===== src/rtl/secded_pkg.sv =====
// rtl/secded_pkg.sv - shared SEC-DED helpers for the checker and the matching encoder
package secded_pkg;

    typedef enum logic [1:0] {
        CLEAN,
        SEC_DATA,
        SEC_CHK,
        DED
    } err_class_e;

    // Smallest r with 2^r >= data_w + r + 1; the overall parity bit is extra.
    function automatic int calc_chk_w(input int data_w);
        int r = 0;
        while ((1 << r) < data_w + r + 1) r++;
        return r;
    endfunction

    // Data bits covered by check bit k (positions 1-based, data fills non-powers of two).
    function automatic logic [63:0] chk_mask(input int k, input int data_w);
        logic [63:0] mask = '0;
        int idx = 0;
        for (int p = 1; p < 128; p++) begin
            if ((p & (p - 1)) != 0) begin
                if (idx < data_w && ((p >> k) & 1) == 1) mask = mask | (64'd1 << idx);
                idx++;
            end
        end
        return mask;
    endfunction

    // Codeword position to data index; -1 for zero or a check-bit position.
    function automatic int pos_to_idx(input int pos);
        int l = 0;
        if (pos <= 0 || (pos & (pos - 1)) == 0) return -1;
        for (int b = 0; b < 31; b++) begin
            if ((pos >> b) != 0) l = b;
        end
        return pos - l - 2;
    endfunction

endpackage


===== src/rtl/secded_check_pipe_if.sv =====
// rtl/secded_check_pipe_if.sv - input/output beat handshake bundle of the SEC-DED checker
interface secded_check_pipe_if #(
    parameter int DATA_W = 32,
    parameter int TAG_W  = 8
);
    import secded_pkg::*;

    localparam int CHK_W = calc_chk_w(DATA_W);
    localparam int PAR_W = CHK_W + 1;

    logic              in_valid;
    logic              in_ready;
    logic [DATA_W-1:0] in_data;
    logic [PAR_W-1:0]  in_parity;
    logic [TAG_W-1:0]  in_tag;
    logic              out_valid;
    logic              out_ready;
    logic [DATA_W-1:0] out_data;
    logic [TAG_W-1:0]  out_tag;
    logic              out_sec;
    logic              out_ded;
    logic [CHK_W-1:0]  out_syndrome;

    modport master (
        output in_valid, in_data, in_parity, in_tag, out_ready,
        input  in_ready, out_valid, out_data, out_tag, out_sec, out_ded, out_syndrome
    );

    modport slave (
        input  in_valid, in_data, in_parity, in_tag, out_ready,
        output in_ready, out_valid, out_data, out_tag, out_sec, out_ded, out_syndrome
    );

endinterface


===== src/rtl/secded_syndrome.sv =====
// rtl/secded_syndrome.sv - combinational syndrome and overall-parity mismatch (also used as encoder)
module secded_syndrome
    import secded_pkg::*;
#(
    parameter int DATA_W = 32,
    parameter int CHK_W  = calc_chk_w(DATA_W)
) (
    input  logic [DATA_W-1:0] data,
    input  logic [CHK_W:0]    parity,
    output logic [CHK_W-1:0]  syndrome,
    output logic              mismatch
);

    // With parity forced to zero the syndrome output is the encoder's check bits.
    for (genvar k = 0; k < CHK_W; k++) begin : g_chk
        localparam logic [63:0] MASK = chk_mask(k, DATA_W);
        assign syndrome[k] = parity[k] ^ (^(data & MASK[DATA_W-1:0]));
    end

    assign mismatch = (^data) ^ (^parity);

endmodule


===== src/rtl/secded_check_pipe.sv =====
// rtl/secded_check_pipe.sv - two-stage SEC-DED checker; stats/log built only with SECDED_STATS_EN
module secded_check_pipe
    import secded_pkg::*;
#(
    parameter int DATA_W = 32,
    parameter int TAG_W  = 8,
    parameter int CNT_W  = 16
) (
    input  logic               clk,
    input  logic               rst_n,
    secded_check_pipe_if.slave bus,
    input  logic               clr_stats,
    output logic [CNT_W-1:0]   sec_count,
    output logic [CNT_W-1:0]   ded_count,
    output logic               ded_log_valid,
    output logic [TAG_W-1:0]   ded_log_tag
);

    localparam int CHK_W = calc_chk_w(DATA_W);
    localparam logic [CHK_W-1:0] LAST_POS = CHK_W'(DATA_W + CHK_W);

    logic [CHK_W-1:0]  in_syn;
    logic              in_m;
    logic              s1_full;
    logic [DATA_W-1:0] s1_data;
    logic [TAG_W-1:0]  s1_tag;
    logic [CHK_W-1:0]  s1_syn;
    logic              s1_m;
    logic              s1_load, s1_moves, s2_load, s2_moves;
    err_class_e        cls;
    int                dec_idx;
    logic [DATA_W-1:0] flip;

    secded_syndrome #(.DATA_W(DATA_W), .CHK_W(CHK_W)) u_syndrome (
        .data     (bus.in_data),
        .parity   (bus.in_parity),
        .syndrome (in_syn),
        .mismatch (in_m)
    );

    assign s2_moves     = bus.out_valid & bus.out_ready;
    assign s2_load      = !bus.out_valid || s2_moves;
    assign s1_moves     = s1_full & s2_load;
    assign bus.in_ready = !s1_full || s1_moves;
    assign s1_load      = bus.in_valid & bus.in_ready;

    always_ff @(posedge clk or negedge rst_n) begin
        if (!rst_n) begin
            s1_full <= 1'b0;
            s1_data <= '0;
            s1_tag  <= '0;
            s1_syn  <= '0;
            s1_m    <= 1'b0;
        end else if (s1_load) begin
            s1_full <= 1'b1;
            s1_data <= bus.in_data;
            s1_tag  <= bus.in_tag;
            s1_syn  <= in_syn;
            s1_m    <= in_m;
        end else if (s1_moves) begin
            s1_full <= 1'b0;
        end
    end

    // A zero syndrome with m=1 is the overall bit, so it joins the check-bit class.
    always_comb begin
        cls = CLEAN;
        if (!s1_m) begin
            cls = (s1_syn == '0) ? CLEAN : DED;
        end else if ((s1_syn & (s1_syn - CHK_W'(1))) == '0) begin
            cls = SEC_CHK;
        end else if (s1_syn > LAST_POS) begin
            cls = DED;
        end else begin
            cls = SEC_DATA;
        end
    end

    assign dec_idx = pos_to_idx(int'(s1_syn));

    for (genvar i = 0; i < DATA_W; i++) begin : g_flip
        assign flip[i] = (cls == SEC_DATA) && (dec_idx == i);
    end

    always_ff @(posedge clk or negedge rst_n) begin
        if (!rst_n) begin
            bus.out_valid    <= 1'b0;
            bus.out_data     <= '0;
            bus.out_tag      <= '0;
            bus.out_syndrome <= '0;
            bus.out_sec      <= 1'b0;
            bus.out_ded      <= 1'b0;
        end else if (s2_load) begin
            bus.out_valid <= s1_full;
            if (s1_full) begin
                bus.out_data     <= s1_data ^ flip;
                bus.out_tag      <= s1_tag;
                bus.out_syndrome <= s1_syn;
                bus.out_sec      <= (cls == SEC_DATA) || (cls == SEC_CHK);
                bus.out_ded      <= (cls == DED);
            end
        end
    end

`ifdef SECDED_STATS_EN
    always_ff @(posedge clk or negedge rst_n) begin
        if (!rst_n) begin
            sec_count     <= '0;
            ded_count     <= '0;
            ded_log_valid <= 1'b0;
            ded_log_tag   <= '0;
        end else if (clr_stats) begin
            sec_count     <= '0;
            ded_count     <= '0;
            ded_log_valid <= 1'b0;
            ded_log_tag   <= '0;
        end else if (s2_moves) begin
            if (bus.out_sec && sec_count != '1) sec_count <= sec_count + CNT_W'(1);
            if (bus.out_ded && ded_count != '1) ded_count <= ded_count + CNT_W'(1);
            if (bus.out_ded && !ded_log_valid) begin
                ded_log_valid <= 1'b1;
                ded_log_tag   <= bus.out_tag;
            end
        end
    end
`else
    logic unused_stats;
    assign unused_stats  = clr_stats;
    assign sec_count     = '0;
    assign ded_count     = '0;
    assign ded_log_valid = 1'b0;
    assign ded_log_tag   = '0;
`endif

endmodule


===== src/flat_wrapper.sv =====
// flat-port wrapper written by rule: the top's interface ports become plain ports
module secded_check_pipe_flat import secded_pkg::*;
#(
    parameter int DATA_W = 32,
    parameter int TAG_W  = 8,
    parameter int CNT_W  = 16
)
  (clk, rst_n, clr_stats, sec_count, ded_count, ded_log_valid, ded_log_tag, bus_in_valid, bus_in_data, bus_in_parity, bus_in_tag, bus_out_ready, bus_in_ready, bus_out_valid, bus_out_data, bus_out_tag, bus_out_sec, bus_out_ded, bus_out_syndrome);
  secded_check_pipe_if #(.DATA_W(DATA_W), .TAG_W(TAG_W)) bus_i ();
  input  logic clk;
  input  logic rst_n;
  input  logic clr_stats;
  output logic [CNT_W-1:0] sec_count;
  output logic [CNT_W-1:0] ded_count;
  output logic ded_log_valid;
  output logic [TAG_W-1:0] ded_log_tag;
  input wire logic [$bits(bus_i.in_valid)-1:0] bus_in_valid;
  input wire logic [$bits(bus_i.in_data)-1:0] bus_in_data;
  input wire logic [$bits(bus_i.in_parity)-1:0] bus_in_parity;
  input wire logic [$bits(bus_i.in_tag)-1:0] bus_in_tag;
  input wire logic [$bits(bus_i.out_ready)-1:0] bus_out_ready;
  output wire logic [$bits(bus_i.in_ready)-1:0] bus_in_ready;
  output wire logic [$bits(bus_i.out_valid)-1:0] bus_out_valid;
  output wire logic [$bits(bus_i.out_data)-1:0] bus_out_data;
  output wire logic [$bits(bus_i.out_tag)-1:0] bus_out_tag;
  output wire logic [$bits(bus_i.out_sec)-1:0] bus_out_sec;
  output wire logic [$bits(bus_i.out_ded)-1:0] bus_out_ded;
  output wire logic [$bits(bus_i.out_syndrome)-1:0] bus_out_syndrome;
  assign bus_i.in_valid = bus_in_valid;
  assign bus_i.in_data = bus_in_data;
  assign bus_i.in_parity = bus_in_parity;
  assign bus_i.in_tag = bus_in_tag;
  assign bus_i.out_ready = bus_out_ready;
  assign bus_in_ready = bus_i.in_ready;
  assign bus_out_valid = bus_i.out_valid;
  assign bus_out_data = bus_i.out_data;
  assign bus_out_tag = bus_i.out_tag;
  assign bus_out_sec = bus_i.out_sec;
  assign bus_out_ded = bus_i.out_ded;
  assign bus_out_syndrome = bus_i.out_syndrome;
  secded_check_pipe #(.DATA_W(DATA_W), .TAG_W(TAG_W), .CNT_W(CNT_W)) u_core (.clk(clk), .rst_n(rst_n), .bus(bus_i), .clr_stats(clr_stats), .sec_count(sec_count), .ded_count(ded_count), .ded_log_valid(ded_log_valid), .ded_log_tag(ded_log_tag));
endmodule

===== config.mk =====
export PLATFORM = sky130hd
export DESIGN_NAME = secded_check_pipe_flat
export DESIGN_NICKNAME = d
export VERILOG_FILES = /design/src/rtl/secded_pkg.sv /design/src/rtl/secded_check_pipe_if.sv /design/src/rtl/secded_syndrome.sv /design/src/rtl/secded_check_pipe.sv /design/src/flat_wrapper.sv
export SDC_FILE = /design/constraint.sdc
export NUM_CORES = 1
export LEC_CHECK = 0
export CORE_MARGIN = 10
export CORE_UTILIZATION = 56
export CTS_BUF_LIST = sky130_fd_sc_hd__clkbuf_4 sky130_fd_sc_hd__clkbuf_8
export CTS_CLUSTER_DIAMETER = 80
export DETAILED_ROUTE_END_ITERATION = 6
export MAX_ROUTING_LAYER = met4
export PLACE_DENSITY = 0.89
export SLEW_MARGIN = 20
export SYNTH_ARGS = -nofsm -noshare
export SYNTH_HDL_FRONTEND = slang
export SYNTH_HIERARCHICAL = 1
export SYNTH_SLANG_ARGS = --single-unit

===== constraint.sdc =====
create_clock -name clk -period 6.2 [get_ports clk]
set_clock_uncertainty 0.1 [all_clocks]
set_input_delay 1.55 -clock clk [delete_from_list [all_inputs] [get_ports clk]]
set_output_delay 1.55 -clock clk [all_outputs]
set_load 0.02 [all_outputs]

; Yosys cells after proc, flatten, opt, wreduce, memory -nomap -nowiden
; Cells that the tools add are included.
[word_totals]
out_inout_bits = 91
elab_cells = 135
register_bits = 97
[op_classes]
add_sub_neg = 4
n_bitwise = 13
eq_ne = 34
muxes = 15
reduce_logical = 56
n_lt_le_gt_ge = 2
[op_table]
columns = operator, count
row1 = 32-bit by 6-bit == test with 1-bit output (second input constant), 16
row2 = 32-bit by 5-bit == test with 1-bit output (second input constant), 8
row3 = 32-bit two-way mux, 7
row4 = 32-bit XOR reduction, 7
row5 = 32-bit by 4-bit == test with 1-bit output (second input constant), 4
row6 = 32-bit nonzero test, 4
row7 = 32-bit by 3-bit == test with 1-bit output (second input constant), 2
row8 = 32-bit zero test, 2
row9 = 7-bit by 32-bit AND with 32-bit output, 1
row10 = 32-bit by 2-bit == test with 1-bit output (second input constant), 1
row11 = 1-bit logical AND, 32
row12 = 32-bit by 3-bit subtractor with 32-bit output (second input constant), 1
row13 = 7-bit by 32-bit subtractor with 32-bit output, 1
row14 = 32-bit bitwise XOR, 1
row15 = 6-bit zero test, 2
row16 = 2-bit two-way mux, 4
row17 = 7-bit XOR reduction, 1
row18 = 6-bit by 1-bit subtractor with 7-bit output (second input constant), 1
row19 = 1-bit bitwise XOR, 7
row20 = 6-bit AND, 1
row21 = 6-bit > comparator (second input constant), 1
row22 = 6-bit by 1-bit <= comparator with 1-bit output (second input constant), 1
row23 = 6-bit by 1-bit subtractor with 6-bit output (second input constant), 1
row24 = 2-bit == test (second input constant), 2
row25 = other kinds (7), 16

; Longest topological paths before layout
[logic_depth]
ltp_word = 13
mapped_depth = 15
ltp_nobuf = 14

; Cells and area by module
; The synthesis kept the hierarchy.
[modules_own_cells]
columns = module, area_per_inst_um2, cells_per_inst, seq_area_each_um2, instances
row1 = secded_check_pipe, 5081.1, 486, 2427.3, 1
row2 = secded_syndrome, 744.5, 61, 0.0, 1

; Least setup slack after synthesis
; Ideal clock, no wire load.
[synth_path]
path_kind = input-to-output
from = input port bus_out_ready
to = output port bus_in_ready
required_time_ps = 4550
stages = 1
setup_slack_ps = 2717
t_arrival_ps = 1833
path_cell_list = nand3b_1
[synth_via]
elab_chain_cells = 4
[synth_lines]
columns = item, line_no
row1 = "start, declared", flat_wrapper.sv:21  ; input wire logic [$bits(bus_i.out_ready)-1:0] bus_out_ready;
row2 = 1-bit AND, secded_check_pipe.sv:41  ; assign s2_moves = bus.out_valid & bus.out_ready;
row3 = 1-bit logical OR, secded_check_pipe.sv:42  ; assign s2_load = !bus.out_valid || s2_moves;
row4 = 1-bit AND, secded_check_pipe.sv:43  ; assign s1_moves = s1_full & s2_load;
row5 = 1-bit logical OR, secded_check_pipe.sv:44  ; assign bus.in_ready = !s1_full || s1_moves;
row6 = "end, declared", flat_wrapper.sv:22  ; output wire logic [$bits(bus_i.in_ready)-1:0] bus_in_ready;
; No other way between the ends.

; Worst setup path in the final report
; Ends and elaborated chain as after synthesis.

==> summary.md <==
| Metric | Value |
|---|---|
| Setup violations, final | `0` |
| Die height | `122 microns` |
| DRC errors left | `0` |
| CTS buffer count | `9` |
| Critical Path End Type | `primary output` |
| Avg Cell Area, Syn | `10.7 sq um` |
| Row count | `37` |
| RSZ-0062 raised after global routing | `false` |
| Clk_lat worst skew | `0.37 ns` |
| Worst Hold Class | `reg2reg` |
| Post-CTS setup repair buffer count | `0` |
| Max cap viols | `0` |
| Count of flip-flops with a built-in enable after synthesis | `0` |
| Layout Nets | `698` |
| Ratio of cells with drive above 1 in the final layout | `0.139` |
| Worst-Margin Slew | `0.877 ns` |
| Netlist cell types | `58` |
| Worst-path cell chain | `clkdlybuf4s50_1 > nand3b_1 > clkdlybuf4s50_1` |
| Startpoint types | `primary input` |
| Setup TNS | `0 ns` |
| Crit path time final | `4.50 ns` |
| Clk buf depth | `2` |
| Switching share of power | `0.464` |
| Arr. time, crit path | `2.85 ns` |
| First drt pass iteration count | `5` |
| Run status | `finished clean` |
| # H-tree levels | `3` |
| Async SR Flop Fraction | `1.00` |
| GRT overflow | `0` |
| CTS Root Cell | `clkbuf_8` |
| IO Pins | `143` |
| Initial antenna violation count | `0` |
| Fin. Hold Viols | `0` |
| Fin. max-slew vios | `0` |
| Post-Route WL | `15,100 microns` |
| Sequential share of power | `0.288` |
| Tot GR Track Use | `0.209` |
| CTS tree | `yes` |
| Placer Congestion | `0.888` |
| Post-Synthesis Cells | `547` |
| DR iter-0 viols | `349` |
| Vias in the first global route | `4,611` |
| Vias | `4,397` |
| Num Clock Sinks | `97` |
| Via-to-Cell Ratio | `5.66` |
| Hold_ws | `0.381 ns` |
| Primary FF master, synth | `dfrtp_1` |
| Comb pwr share | `0.568` |
| Clock-pin slew of the registers on the worst-case setup and hold paths | `0.09 ns` |
| Synth Cell Area | `0.00583 sq mm` |
| PortBufs | `100` |
| ANT nets after route | `0` |
| First-pass GRT wire length | `24,000 microns` |
| Sw Pwr | `0.00148 W` |
| Die Wd | `122 microns` |
| Normalized max-slew margin | `0.415` |
| Syn-to-layout area delta | `19.5%` |
| Period utilization | `0.726` |
| WL/cell | `19.5 microns` |
| CP required | `4.55 ns` |
| Core Box Area | `0.0102 sq mm` |
| CP peak stage delay | `0.64 ns` |
| Hold Buf Count CTS | `0` |
| Post-CTS sizing | `0` |
| Ys Warns | `6` |
| CP delay by family, top | `buffers and inverters` |
| CP Class | `in2out` |
| Pwr Density | `458 mW/mm^2` |
| Pin count of the biggest net entering global routing | `54` |
| Initial core utilization | `0.569` |
| WP buf/inv | `2` |
| Ant diodes | `0` |
| Seq cells post-synth | `97` |
| Leak Pwr | `2.89 nW` |
| Maximum VDD drop | `0.000369 V` |
| CP dominant cell by count | `clkdlybuf4s50_1` |
| Clock power share | `0.144` |
| CP max stage cell | `clkdlybuf4s50_1` |
| Maximum fanout along the worst path | `3` |
| Final core utilization | `0.680` |
| Int Power | `0.00171 W` |
| Seq/Total Area, Yosys | `0.417` |
| DPL Wire Length | `11,400 microns` |
| Die ar. | `0.0149 sq mm` |
| Highest clock rate | `222 MHz` |
-- flip-flops by register name (all words and copies together) (netlist names) --
name                     cells
u_core/s1_full               1
u_core/bus.out_tag           8
u_core/bus.out_sec           1
u_core/bus.out_syndrome      6
u_core/bus.out_valid         1
u_core/bus.out_data         32
u_core/s1_tag                8
u_core/bus.out_ded           1
u_core/s1_data              32
u_core/s1_syn                6
u_core/s1_m                  1
-- power groups by stage --
stage               Sequential, W  Clock (W)  Combinational (W)
floorplan                0.000997          0            0.00122
global placement         0.000911          0            0.00171
detailed placement       0.000924          0            0.00177
CTS                      0.000914   0.000466            0.00179
global route             0.000938   0.000496            0.00197
finish                   0.000917   0.000459            0.00181
-- Yosys cell counts (9+ instances only) --
| cell type | n | area (sq um) |
|---|---|---|
| nor2_1 | 35 | 131 |
| nand2_1 | 54 | 203 |
| nand3_1 | 13 | 65.1 |
| xnor3_1 | 12 | 270 |
| o31ai_1 | 15 | 113 |
| dfrtp_1 | 97 | 2430 |
| ha_1 | 9 | 113 |
| or4_1 | 24 | 180 |
| xnor2_1 | 39 | 342 |
| buf_4 | 42 | 315 |
| a31oi_1 | 26 | 163 |
| o21ai_0 | 17 | 85.1 |
| mux2_2 | 47 | 529 |
| clkbuf_1 | 11 | 41.3 |
| inv_1 | 11 | 41.3 |
-- layout make-up --
cell class              instances  area (sq um)
clock buffers                  10           131
multi-input cells             414          3080
inverters                      11          41.3
well taps                     136           170
fillers                       773          3270
repair buffers                103          1020
flip-flops and latches         97          2430
clock inverters                 6          90.1
-- path summary, 6_finish.rpt --
| check | start | end | slack, ns | cells after the start |
|---|---|---|---|---|
| min in group asynchronous | rst_n | u_core/bus.out_data[22]$_DFFE_PN0P_ | 1.07 | 1 |
| max | bus_out_ready | bus_in_ready | 1.70 | 3 |
| max in group asynchronous | rst_n | u_core/bus.out_data[19]$_DFFE_PN0P_ | 3.84 | 2 |
| min reg2reg | u_core/bus.out_ded$_DFFE_PN0P_ | u_core/bus.out_ded$_DFFE_PN0P_ | 0.38 | 2 |
| min | u_core/bus.out_ded$_DFFE_PN0P_ | u_core/bus.out_ded$_DFFE_PN0P_ | 0.38 | 2 |
| max reg2reg | u_core/s1_syn[4]$_DFFE_PN0P_ | u_core/bus.out_data[21]$_DFFE_PN0P_ | 2.12 | 13 |
-- kinds of logic after synthesis --
logic type / synth area share
compound gates: 0.109
xor+xnor: 0.132
flops: 0.417
other cells: 0.000644
buf+inv: 0.0823
mux: 0.0909
simple gates: 0.145
fa+ha+maj: 0.0228
-- worst register-to-register path: stages, from the launching register on --
cell	delay [ns]
dfrtp_1	0.64
inv_1	0.18
nand2_1	0.13
nor2_1	0.06
ha_1	0.27
inv_1	0.05
ha_1	0.24
fa_1	0.52
a211oi_1	0.26
ha_1	0.27
inv_1	0.14
or2_0	0.43
or4_1	0.56
a31oi_1	0.16
-- per-stage QoR --
stage	cells	cell area, sq um	total power (W)	setup slack [ns]
after global placement	761	6730	0.00263	1.76
after floorplan	587	5980	0.00222	2.72
after global routing	777	6960	0.00340	1.65
final	777	6960	0.00319	1.70
after CTS	777	6950	0.00317	1.74
after detailed placement	761	6730	0.00270	1.74
-- placed cells by master, fill, tap and decap left out, types with 9 or more instances in the layout --
| cell type | synthesis | routed |
|---|---|---|
| conb_1 | 1 | 41 |
| o31ai_1 | 15 | 15 |
| or4_1 | 24 | 24 |
| nand2_1 | 54 | 53 |
| xnor2_1 | 39 | 39 |
| nand3_1 | 13 | 13 |
| clkbuf_8 | 0 | 9 |
| inv_1 | 11 | 11 |
| clkdlybuf4s50_1 | 0 | 99 |
| xnor3_1 | 12 | 12 |
| nor2_1 | 35 | 35 |
| dfrtp_1 | 97 | 97 |
| a31oi_1 | 26 | 26 |
| o21ai_0 | 17 | 17 |
| mux2_2 | 47 | 47 |
| ha_1 | 9 | 9 |
-- routing by layer --
| metal | wire [microns] | vias up | GRT usage |
|---|---|---|---|
| li1 | - | 2040 | - |
| met1 | 6040 | 2109 | 0.247 |
| met2 | 7210 | 212 | 0.333 |
| met3 | 1470 | 36 | 0.0513 |
| met4 | 424 | 0 | 0.0864 |
| met5 | 0 | - | - |
Note: power is estimated with default switching activity, not from simulation.
